===== src/rtl/fetch_pkg.sv =====
// Shared types and constants for the fetch stage: data width, queue entry
// layout, pointer width helper and the PC value fetch restarts from after reset.
package fetch_pkg;

  localparam int XLEN = 32;

  localparam logic [XLEN-1:0] RESET_PC = '0;

  typedef struct packed {
    logic [XLEN-1:0] pc;
    logic [XLEN-1:0] inst;
  } fetch_entry_t;

  // One extra bit beyond the index so full and empty stay distinguishable.
  function automatic int ptr_w(input int depth);
    return $clog2(depth) + 1;
  endfunction

endpackage


===== src/rtl/fetch_queue.sv =====
// In-order fetch queue: slots are allocated at request issue (tail), filled
// in order as responses return (fill) and popped by decode (head).
module fetch_queue
  import fetch_pkg::*;
#(
  parameter int  XLEN  = 32,
  parameter int  DEPTH = 4,
  localparam int PW    = ptr_w(DEPTH)
) (
  input  logic            clk,
  input  logic            rst,
  input  logic            clear,
  input  logic            alloc_en,
  input  logic [XLEN-1:0] alloc_pc,
  input  logic            fill_en,
  input  logic [XLEN-1:0] fill_inst,
  input  logic            pop_en,
  output logic [XLEN-1:0] head_pc,
  output logic [XLEN-1:0] head_inst,
  output logic [PW-1:0]   alloc_cnt,
  output logic [PW-1:0]   pend_cnt,
  output logic            not_empty
);

  localparam int IW = PW - 1;

  logic [PW-1:0]   head;
  logic [PW-1:0]   fill;
  logic [PW-1:0]   tail;
  logic [XLEN-1:0] pc_mem   [DEPTH];
  logic [XLEN-1:0] inst_mem [DEPTH];

  always_ff @(posedge clk) begin
    if (rst) begin
      head <= '0;
      fill <= '0;
      tail <= '0;
    end else if (clear) begin
      // Everything allocated or filled but not yet popped is abandoned.
      fill <= head;
      tail <= head;
    end else begin
      if (alloc_en) tail <= tail + PW'(1);
      if (fill_en)  fill <= fill + PW'(1);
      if (pop_en)   head <= head + PW'(1);
    end
  end

  always_ff @(posedge clk) begin
    if (alloc_en) pc_mem[tail[IW-1:0]]   <= alloc_pc;
    if (fill_en)  inst_mem[fill[IW-1:0]] <= fill_inst;
  end

  assign alloc_cnt = tail - head;
  assign pend_cnt  = tail - fill;
  assign not_empty = (fill != head);
  assign head_pc   = pc_mem[head[IW-1:0]];
  assign head_inst = inst_mem[head[IW-1:0]];

endmodule


===== src/rtl/ifetch_unit.sv =====
// Instruction fetch: issues imem requests from the PC register, queues returned
// words for decode and drops stale responses after a redirect. Optional perf
// counters are built when IFETCH_PERF_CNT_EN is defined.
module ifetch_unit
  import fetch_pkg::*;
#(
  parameter int XLEN    = fetch_pkg::XLEN,
  parameter int DEPTH   = 4,
  parameter int MAX_OUT = 2
) (
  input  logic            clk,
  input  logic            rst,
  input  logic [XLEN-1:0] pc_i,
  output logic            pc_en_o,
  output logic            imem_req_valid_o,
  input  logic            imem_req_ready_i,
  output logic [XLEN-1:0] imem_addr_o,
  input  logic            imem_rsp_valid_i,
  input  logic [XLEN-1:0] imem_rsp_data_i,
  input  logic            flush_i,
  output logic            inst_valid_o,
  input  logic            inst_ready_i,
  output logic [XLEN-1:0] inst_o,
  output logic [XLEN-1:0] inst_pc_o
`ifdef IFETCH_PERF_CNT_EN
  ,
  output logic [31:0]     perf_stall_o,
  output logic [31:0]     perf_drop_o
`endif
);

  localparam int PW = ptr_w(DEPTH);
  localparam int DW = $clog2(MAX_OUT + 1);
  localparam int CW = PW + DW;

  logic [PW-1:0] alloc_cnt;
  logic [PW-1:0] pend_cnt;
  logic          q_not_empty;
  logic          fill_en;
  logic          pop_en;
  logic [DW-1:0] drop_cnt;
  logic [DW-1:0] drop_flush;
  logic [CW-1:0] occ;
  logic          rsp_hit;

  // occ counts every request still owed a response, kept or dropped.
  always_comb begin
    occ        = CW'(pend_cnt) + CW'(drop_cnt);
    rsp_hit    = imem_rsp_valid_i && (occ != '0);
    drop_flush = DW'(occ - CW'(rsp_hit));
  end

  assign imem_req_valid_o = !rst && !flush_i
                            && (alloc_cnt < PW'(DEPTH))
                            && (occ < CW'(MAX_OUT));
  assign imem_addr_o      = pc_i;
  assign pc_en_o          = imem_req_valid_o && imem_req_ready_i;

  assign fill_en      = imem_rsp_valid_i && !flush_i && (drop_cnt == '0) && (pend_cnt != '0);
  assign inst_valid_o = q_not_empty && !flush_i && !rst;
  assign pop_en       = inst_valid_o && inst_ready_i;

  fetch_queue #(
    .XLEN  (XLEN),
    .DEPTH (DEPTH)
  ) u_queue (
    .clk       (clk),
    .rst       (rst),
    .clear     (flush_i),
    .alloc_en  (pc_en_o),
    .alloc_pc  (pc_i),
    .fill_en   (fill_en),
    .fill_inst (imem_rsp_data_i),
    .pop_en    (pop_en),
    .head_pc   (inst_pc_o),
    .head_inst (inst_o),
    .alloc_cnt (alloc_cnt),
    .pend_cnt  (pend_cnt),
    .not_empty (q_not_empty)
  );

  // On redirect every outstanding request becomes a drop, less the one whose
  // response is consumed on this same edge.
  always_ff @(posedge clk) begin
    if (rst) begin
      drop_cnt <= '0;
    end else if (flush_i) begin
      drop_cnt <= drop_flush;
    end else if (imem_rsp_valid_i && (drop_cnt != '0)) begin
      drop_cnt <= drop_cnt - DW'(1);
    end
  end

  assert property (@(posedge clk) disable iff (rst) !(imem_rsp_valid_i && (occ == '0)));

`ifdef IFETCH_PERF_CNT_EN
  always_ff @(posedge clk) begin
    if (rst) begin
      perf_stall_o <= '0;
      perf_drop_o  <= '0;
    end else begin
      if (!inst_valid_o) perf_stall_o <= perf_stall_o + 32'd1;
      if (rsp_hit && (flush_i || (drop_cnt != '0))) perf_drop_o <= perf_drop_o + 32'd1;
    end
  end
`endif

endmodule


===== config.mk =====
export PLATFORM = sky130hd
export DESIGN_NAME = ifetch_unit
export DESIGN_NICKNAME = d
export VERILOG_FILES = /design/src/rtl/fetch_pkg.sv /design/src/rtl/fetch_queue.sv /design/src/rtl/ifetch_unit.sv
export SDC_FILE = /design/constraint.sdc
export NUM_CORES = 1
export LEC_CHECK = 0
export BUFFER_PORTS_ARGS = -buffer_cell sky130_fd_sc_hd__clkbuf_2
export CORE_MARGIN = 10
export CORE_UTILIZATION = 51
export DETAILED_ROUTE_END_ITERATION = 8
export PLACE_DENSITY_LB_ADDON = 0.1
export SLEW_MARGIN = 15
export SYNTH_ARGS = -nofsm -noshare
export SYNTH_HDL_FRONTEND = slang
export SYNTH_SLANG_ARGS = --single-unit

===== constraint.sdc =====
create_clock -name clk -period 5.3 [get_ports clk]
set_input_delay 0.795 -clock clk [delete_from_list [all_inputs] [get_ports clk]]
set_output_delay 0.795 -clock clk [all_outputs]
set_load 0.03 [all_outputs]

==> run summary, run 1 <==
# Post-CTS Setup Buffers -> 0
Core area -> 20200 um2
Run status -> completed
Detailed placer's ending HPWL -> 12400 um
Number of port buffers -> 168
Yosys Warn Count -> 0
Nets -> 726
Largest net degree at the start of global routing -> 65
Clk pwr share -> 40.7%
Clock Latency Late Sink -> 0.52 ns
Final Cycle Share -> 82.1%
Routed WL -> 19300 um
DIE HEIGHT -> 163 um
#FFs+latches synth -> 269
TNS Setup -> 0 ns
Gr usage total -> 14.4%
Fmax achieved -> 230 MHz
Syn_area_per_cell -> 21.7 um2
CTS tree -> yes
Antenna violations before repair -> 0
Most used DFF post-synth -> edfxtp_1
Setup violators final -> 0
Post-Place Cells -> 880
Gpl congestion -> 0.756
Post-detailed-route count of antenna-violating nets -> 0
WP data arrival -> 3.56 ns
Slowest-stage cell, CP -> fa_1
Max incr delay on CP -> 0.54 ns
Minimum clock period -> 4.35 ns
Clock Skews -> 0.0133 ns
Syn nets -> 570
Post-Synthesis Cells -> 483
Final Slew Violations -> 0
Layout cell share with drive strength beyond 1 -> 43.7%
Vias in the first global route -> 5475
Root Buffer -> clkbuf_16
Starting DRT DRC Count -> 284
FFs w/ async S/R, synth -> 0%
CTS buffer count -> 27
Element type at the critical path end -> output port
Critical path class -> reg2out
DIE AREA -> 26600 um2
Library cells used by synthesis -> 36
Row count -> 52
Pwr Density -> 374 nW/um2
CP required -> 4.51 ns
CTS Hold Bufs -> 0
Total gr overflow -> 0
Int Pwr -> 0.00361 W
Part of the power in registers -> 51.9%
Leakage power -> 4.26 nW
Quantity of gates resized following cts -> 0
Total vias in the final route -> 5014
First-pass GRT wire length -> 30100 um
Hold Crit Class -> in2reg
Die width -> 163 um
DRC viols -> 0
H-tree levels -> 1
Final core utilization -> 60.8%
Unrepaired setup endpoints after global routing -> no
Maxcap violations -> 0
Actual slew at the worst max-slew pin -> 0.961 ns
Worst-path cell chain -> inv_1, ha_1, inv_1, fa_1, fa_1, nand2b_1, a2111oi_4, a21oi_2, nor3_1, clkbuf_2
Slew HR -> 35.9%
Longest Clk Path Bufs -> 3
Register area share after synthesis -> 76.0%
I/O pin count -> 169
CP max FO -> 9
Final Non-Filler Cells -> 929
Post-Syn Area -> 10500 um2
Ant. Diodes -> 0
Clock sink count -> 269
Clk slew on worst S/H paths -> 0.06 ns
Net Sw Frac -> 21.5%
1st-pass router iterations -> 4
Pre-CTS setup slack -> 1.27 ns
Initial core utilization -> 51.7%
Post-synth EDFFs -> 256
Area delta synth->final -> 17.6%
P_sw -> 0.000990 W
Worst setup SP type -> flop
Final Hold Viols -> 0
WHS -> 0.493 ns
Setup WS post-layout -> 0.948 ns
VDD IR max -> 0.436 mV
Comb pwr share -> 7.4%
Wire per inst -> 20.8 um
Via density -> 5.40
## per-stage QoR
step                      total power (W)  instance area [um2]
after CTS                         0.00466                12300
after global routing              0.00478                12300
after global placement            0.00277                11400
after detailed placement          0.00278                11400
after floorplan                   0.00267                10500
final                             0.00460                12300
## worst max-delay path, delay by kind of cell, from the launching register on
family | cells | cell delay [ns]
flops | 1 | 0.41
simple gates | 2 | 0.54
fa+ha+maj | 3 | 1.21
compound gates | 2 | 0.43
buf+inv | 3 | 0.44
## logic make-up (layout without fill, tap and decap cells)
| kind of cell | Yosys count | after routing | share of synthesized area [%] |
|---|---|---|---|
| XOR/XNOR | 11 | 11 | 1.08 |
| AO/OA/AOI/OAI | 19 | 19 | 1.60 |
| adder cells (fa/ha/maj) | 17 | 17 | 2.18 |
| AND/OR/NAND/NOR | 40 | 40 | 1.95 |
| multiplexers | 65 | 65 | 13.9 |
| buffers and inverters | 62 | 238 | 3.37 |
| flip-flops | 269 | 269 | 76.0 |
## layer usage
layer | part of all wire [%] | GRT usage (%) | up-vias
met1 | 41 | 18.1 | 2569
met5 | 0 | 0 | -
met3 | 6.4 | 3.22 | 27
met2 | 51 | 24.7 | 163
li1 | - | - | 2255
met4 | 1.6 | 3.77 | 0
## state kept, by name, summed over array words and instances, names as in the netlist, named ones only
register          flops
u_queue.fill          3
u_queue.inst_mem    128
u_queue.tail          3
drop_cnt              2
u_queue.pc_mem      128
u_queue.head          3
## path summary, 6_finish.rpt
path / cells after the start / start / to / slack (ns)
min reg2reg: 2 / u_queue.fill[2] / u_queue.fill[2] / 0.55
max reg2reg: 10 / u_queue.tail[0] / u_queue.pc_mem[1][3] / 1.34
min: 1 / imem_rsp_data_i[20] / u_queue.inst_mem[0][20] / 0.49
max: 10 / u_queue.tail[0] / pc_en_o / 0.95
## power groups by stage
stage	registers [W]	clock network (W)	logic [W]
6_report	0.00239	0.00187	0.000341
5_1_grt	0.00239	0.00202	0.000375
4_1_cts	0.00239	0.00192	0.000348
3_5_place_dp	0.00243	0	0.000347
3_3_place_gp	0.00243	0	0.000339
2_1_floorplan	0.00243	0	0.000244
## synth_stat cells (2+ instances only)
cell	count	share of area [%]
nor4_1	2	0.12
xor2_1	4	0.33
a211oi_1	3	0.22
buf_1	8	0.29
a21oi_1	2	0.096
clkbuf_1	9	0.32
buf_4	32	2.3
nand2_1	4	0.14
nand2b_1	4	0.24
mux4_2	64	14
inv_1	13	0.47
nor3b_1	2	0.14
nor3_1	2	0.096
nor2_1	15	0.54
o31a_1	3	0.25
fa_1	2	0.38
ha_1	15	1.8
nand3_1	2	0.096
o31ai_1	2	0.14
xnor2_1	6	0.50
dfxtp_1	13	2.5
and2_1	6	0.36
edfxtp_1	256	73
a21o_1	2	0.14
## cells in the final DEF, fill, tap and decap left out, drive strengths merged, types with 4 or more instances in the layout
master and count:
mux4 64, bufinv 4, xor2 4, xnor2 6
clkinv 15, clkbuf 195, dfxtp 13, inv 15
buf 8, nand2 4, nor2 15, edfxtp 256
and2 6, ha 15, nand2b 4
## area by class of cell
cell class | count | area (um2)
clock buffer | 27 | 676
fill | 1484 | 7930
inverter | 13 | 48.8
clock inverter | 22 | 215
multi-input combinational | 152 | 2170
sequential | 269 | 7960
timing repair buffer | 176 | 901
tap | 270 | 338
(Power assumes the default switching activity.)
==> run 2: changes to the inputs <==
- clock period: 5.3 -> 3.96 ns (I/O delays scaled with it)
==> run summary, run 2 (synthesis results as in run 1) <==
Layout cell share with drive strength beyond 1 -> 45.7%
Clock Skews -> 0.0138 ns
DIE HEIGHT -> 163 um
Worst-path cell chain -> inv_1, ha_1, inv_1, fa_1, fa_1, nand2b_1, a2111oi_4, a21oi_4, nor4_2, buf_4
Setup WS post-layout -> 0.148 ns
Pwr Density -> 513 nW/um2
Area delta synth->final -> 20.1%
Largest net degree at the start of global routing -> 65
1st-pass router iterations -> 4
First-pass GRT wire length -> 31200 um
Slew HR -> 34.8%
Final Slew Violations -> 0
Setup violators final -> 0
Nets -> 732
Reg2Reg Setup Slack -> 0.66 ns
Core area -> 20200 um2
CTS tree -> yes
Maxcap violations -> 0
Number of port buffers -> 168
Worst path top cell family by delay -> adder cells
Total gr overflow -> 0
CTS Hold Bufs -> 0
I/O pin count -> 169
Hold Crit Class -> in2reg
Run status -> completed
Final Hold Viols -> 0
Vias in the first global route -> 5602
Row count -> 52
Worst setup SP type -> flop
WP data arrival -> 3.22 ns
Wire per inst -> 21.2 um
Max incr delay on CP -> 0.47 ns
Clk slew on worst S/H paths -> 0.06 ns
Minimum clock period -> 3.81 ns
Gr usage total -> 15.1%
Ant. Diodes -> 0
Slowest-stage cell, CP -> fa_1
Post-route cell area -> 12600 um2
Clock sink count -> 269
DIE AREA -> 26600 um2
Post-detailed-route count of antenna-violating nets -> 0
Critical path class -> reg2out
Via density -> 5.34
CP max FO -> 9
Die width -> 163 um
VDD IR max -> 0.315 mV
Initial core utilization -> 51.7%
Antenna violations before repair -> 2
DRC viols -> 0
CP required -> 3.37 ns
Routed WL -> 19900 um
Placed cell areas -> 11500 um2
H-tree levels -> 1
Fmax achieved -> 262 MHz
Starting DRT DRC Count -> 292
Most common cell after layout, fill and taps aside -> edfxtp_1
Total vias in the final route -> 5006
Detailed placer's ending HPWL -> 13100 um
Leakage power -> 4.37 nW
Element type at the critical path end -> output port
Root Buffer -> clkbuf_16
CTS buffer count -> 28
Actual slew at the worst max-slew pin -> 0.971 ns
Final Cycle Share -> 96.3%
Longest Clk Path Bufs -> 3
Clock Latency Late Sink -> 0.53 ns
Bufs and invs on worst path -> 3
Fillcell total -> 1387
Pre-CTS setup slack -> 0.302 ns
Gpl congestion -> 0.812
Commonest cells after routing, fill and taps aside -> edfxtp_1 (256), clkbuf_2 (166), mux4_2 (64)
[run 2: changes by cell type in the layout (fill, tap and decap cells not counted), moves of 4 or more]
cell      previous run  this run
and2_1               4         0
clkbuf_1             0         4
clkbuf_8             0         6
clkinv_1             9         3
buf_12               0         5
and2_2               2         6
[run 2: worst register-to-register path: cells and delay by family (launching register included)]
kind | cells | cell delay, ns
flops | 1 | 0.37
fa+ha+maj | 3 | 1.12
simple gates | 3 | 0.70
compound gates | 2 | 0.38
buf+inv | 3 | 0.39
[run 2: power breakdown]
| group | internal (W) | total, W | switching, W |
|---|---|---|---|
| clock | 0.00177 | 0.00276 | 0.000995 |
| sequential | 0.00317 | 0.00319 | 0.0000246 |
| combinational | 0.000179 | 0.000491 | 0.000313 |
[run 2: routing by layer]
metal	vias up	routed length (um)	track usage [%]
li1	2270	-	-
met1	2567	7950	18.6
met2	133	10300	25.8
met3	32	1250	4.00
met4	4	327	3.81
met5	-	27	0
[run 2: worst paths after layout]
check,cells after the start,start,to
setup / recovery,10,u_queue.tail[0],imem_req_valid_o
hold / removal,1,imem_rsp_data_i[29],u_queue.inst_mem[2][29]
setup reg to reg,11,u_queue.tail[0],u_queue.pc_mem[0][5]
hold reg to reg,2,u_queue.fill[2],u_queue.fill[2]
[run 2: repair_timing]
item / 4_1_cts / 5_1_grt
pin swaps: 2 / 1
setup buffers: 1 / 0
gates resized for setup: 4 / 3
endpoints found under the setup margin: 2 / 2
[run 2: layout make-up]
cell class,count,area [um2],share of cell area (%)
Timing Repair Buffer,181,1010,8.01
Sequential cell,269,7960,63.3
Tap cell,270,338,2.69
Multi-Input combinational cell,152,2210,17.6
Inverter,13,48.8,0.388
Clock inverter,13,186,1.48
Clock buffer,39,823,6.55
[run 2: through the flow]
stage / setup TNS, ns / total power, W / util (%) / instances / hold slack (ns)
detailed placement: 0 / 0.00374 / 56.9 / 884 / 0.548
floorplan: 0 / 0.00358 / - / 483 / 0.498
finish: 0 / 0.00645 / 62.1 / 937 / 0.285
global placement: 0 / 0.00372 / 56.9 / 884 / 0.540
global route: -0.0258 / 0.00668 / 62.1 / 937 / 0.275
CTS: 0 / 0.00651 / 62.0 / 937 / 0.267
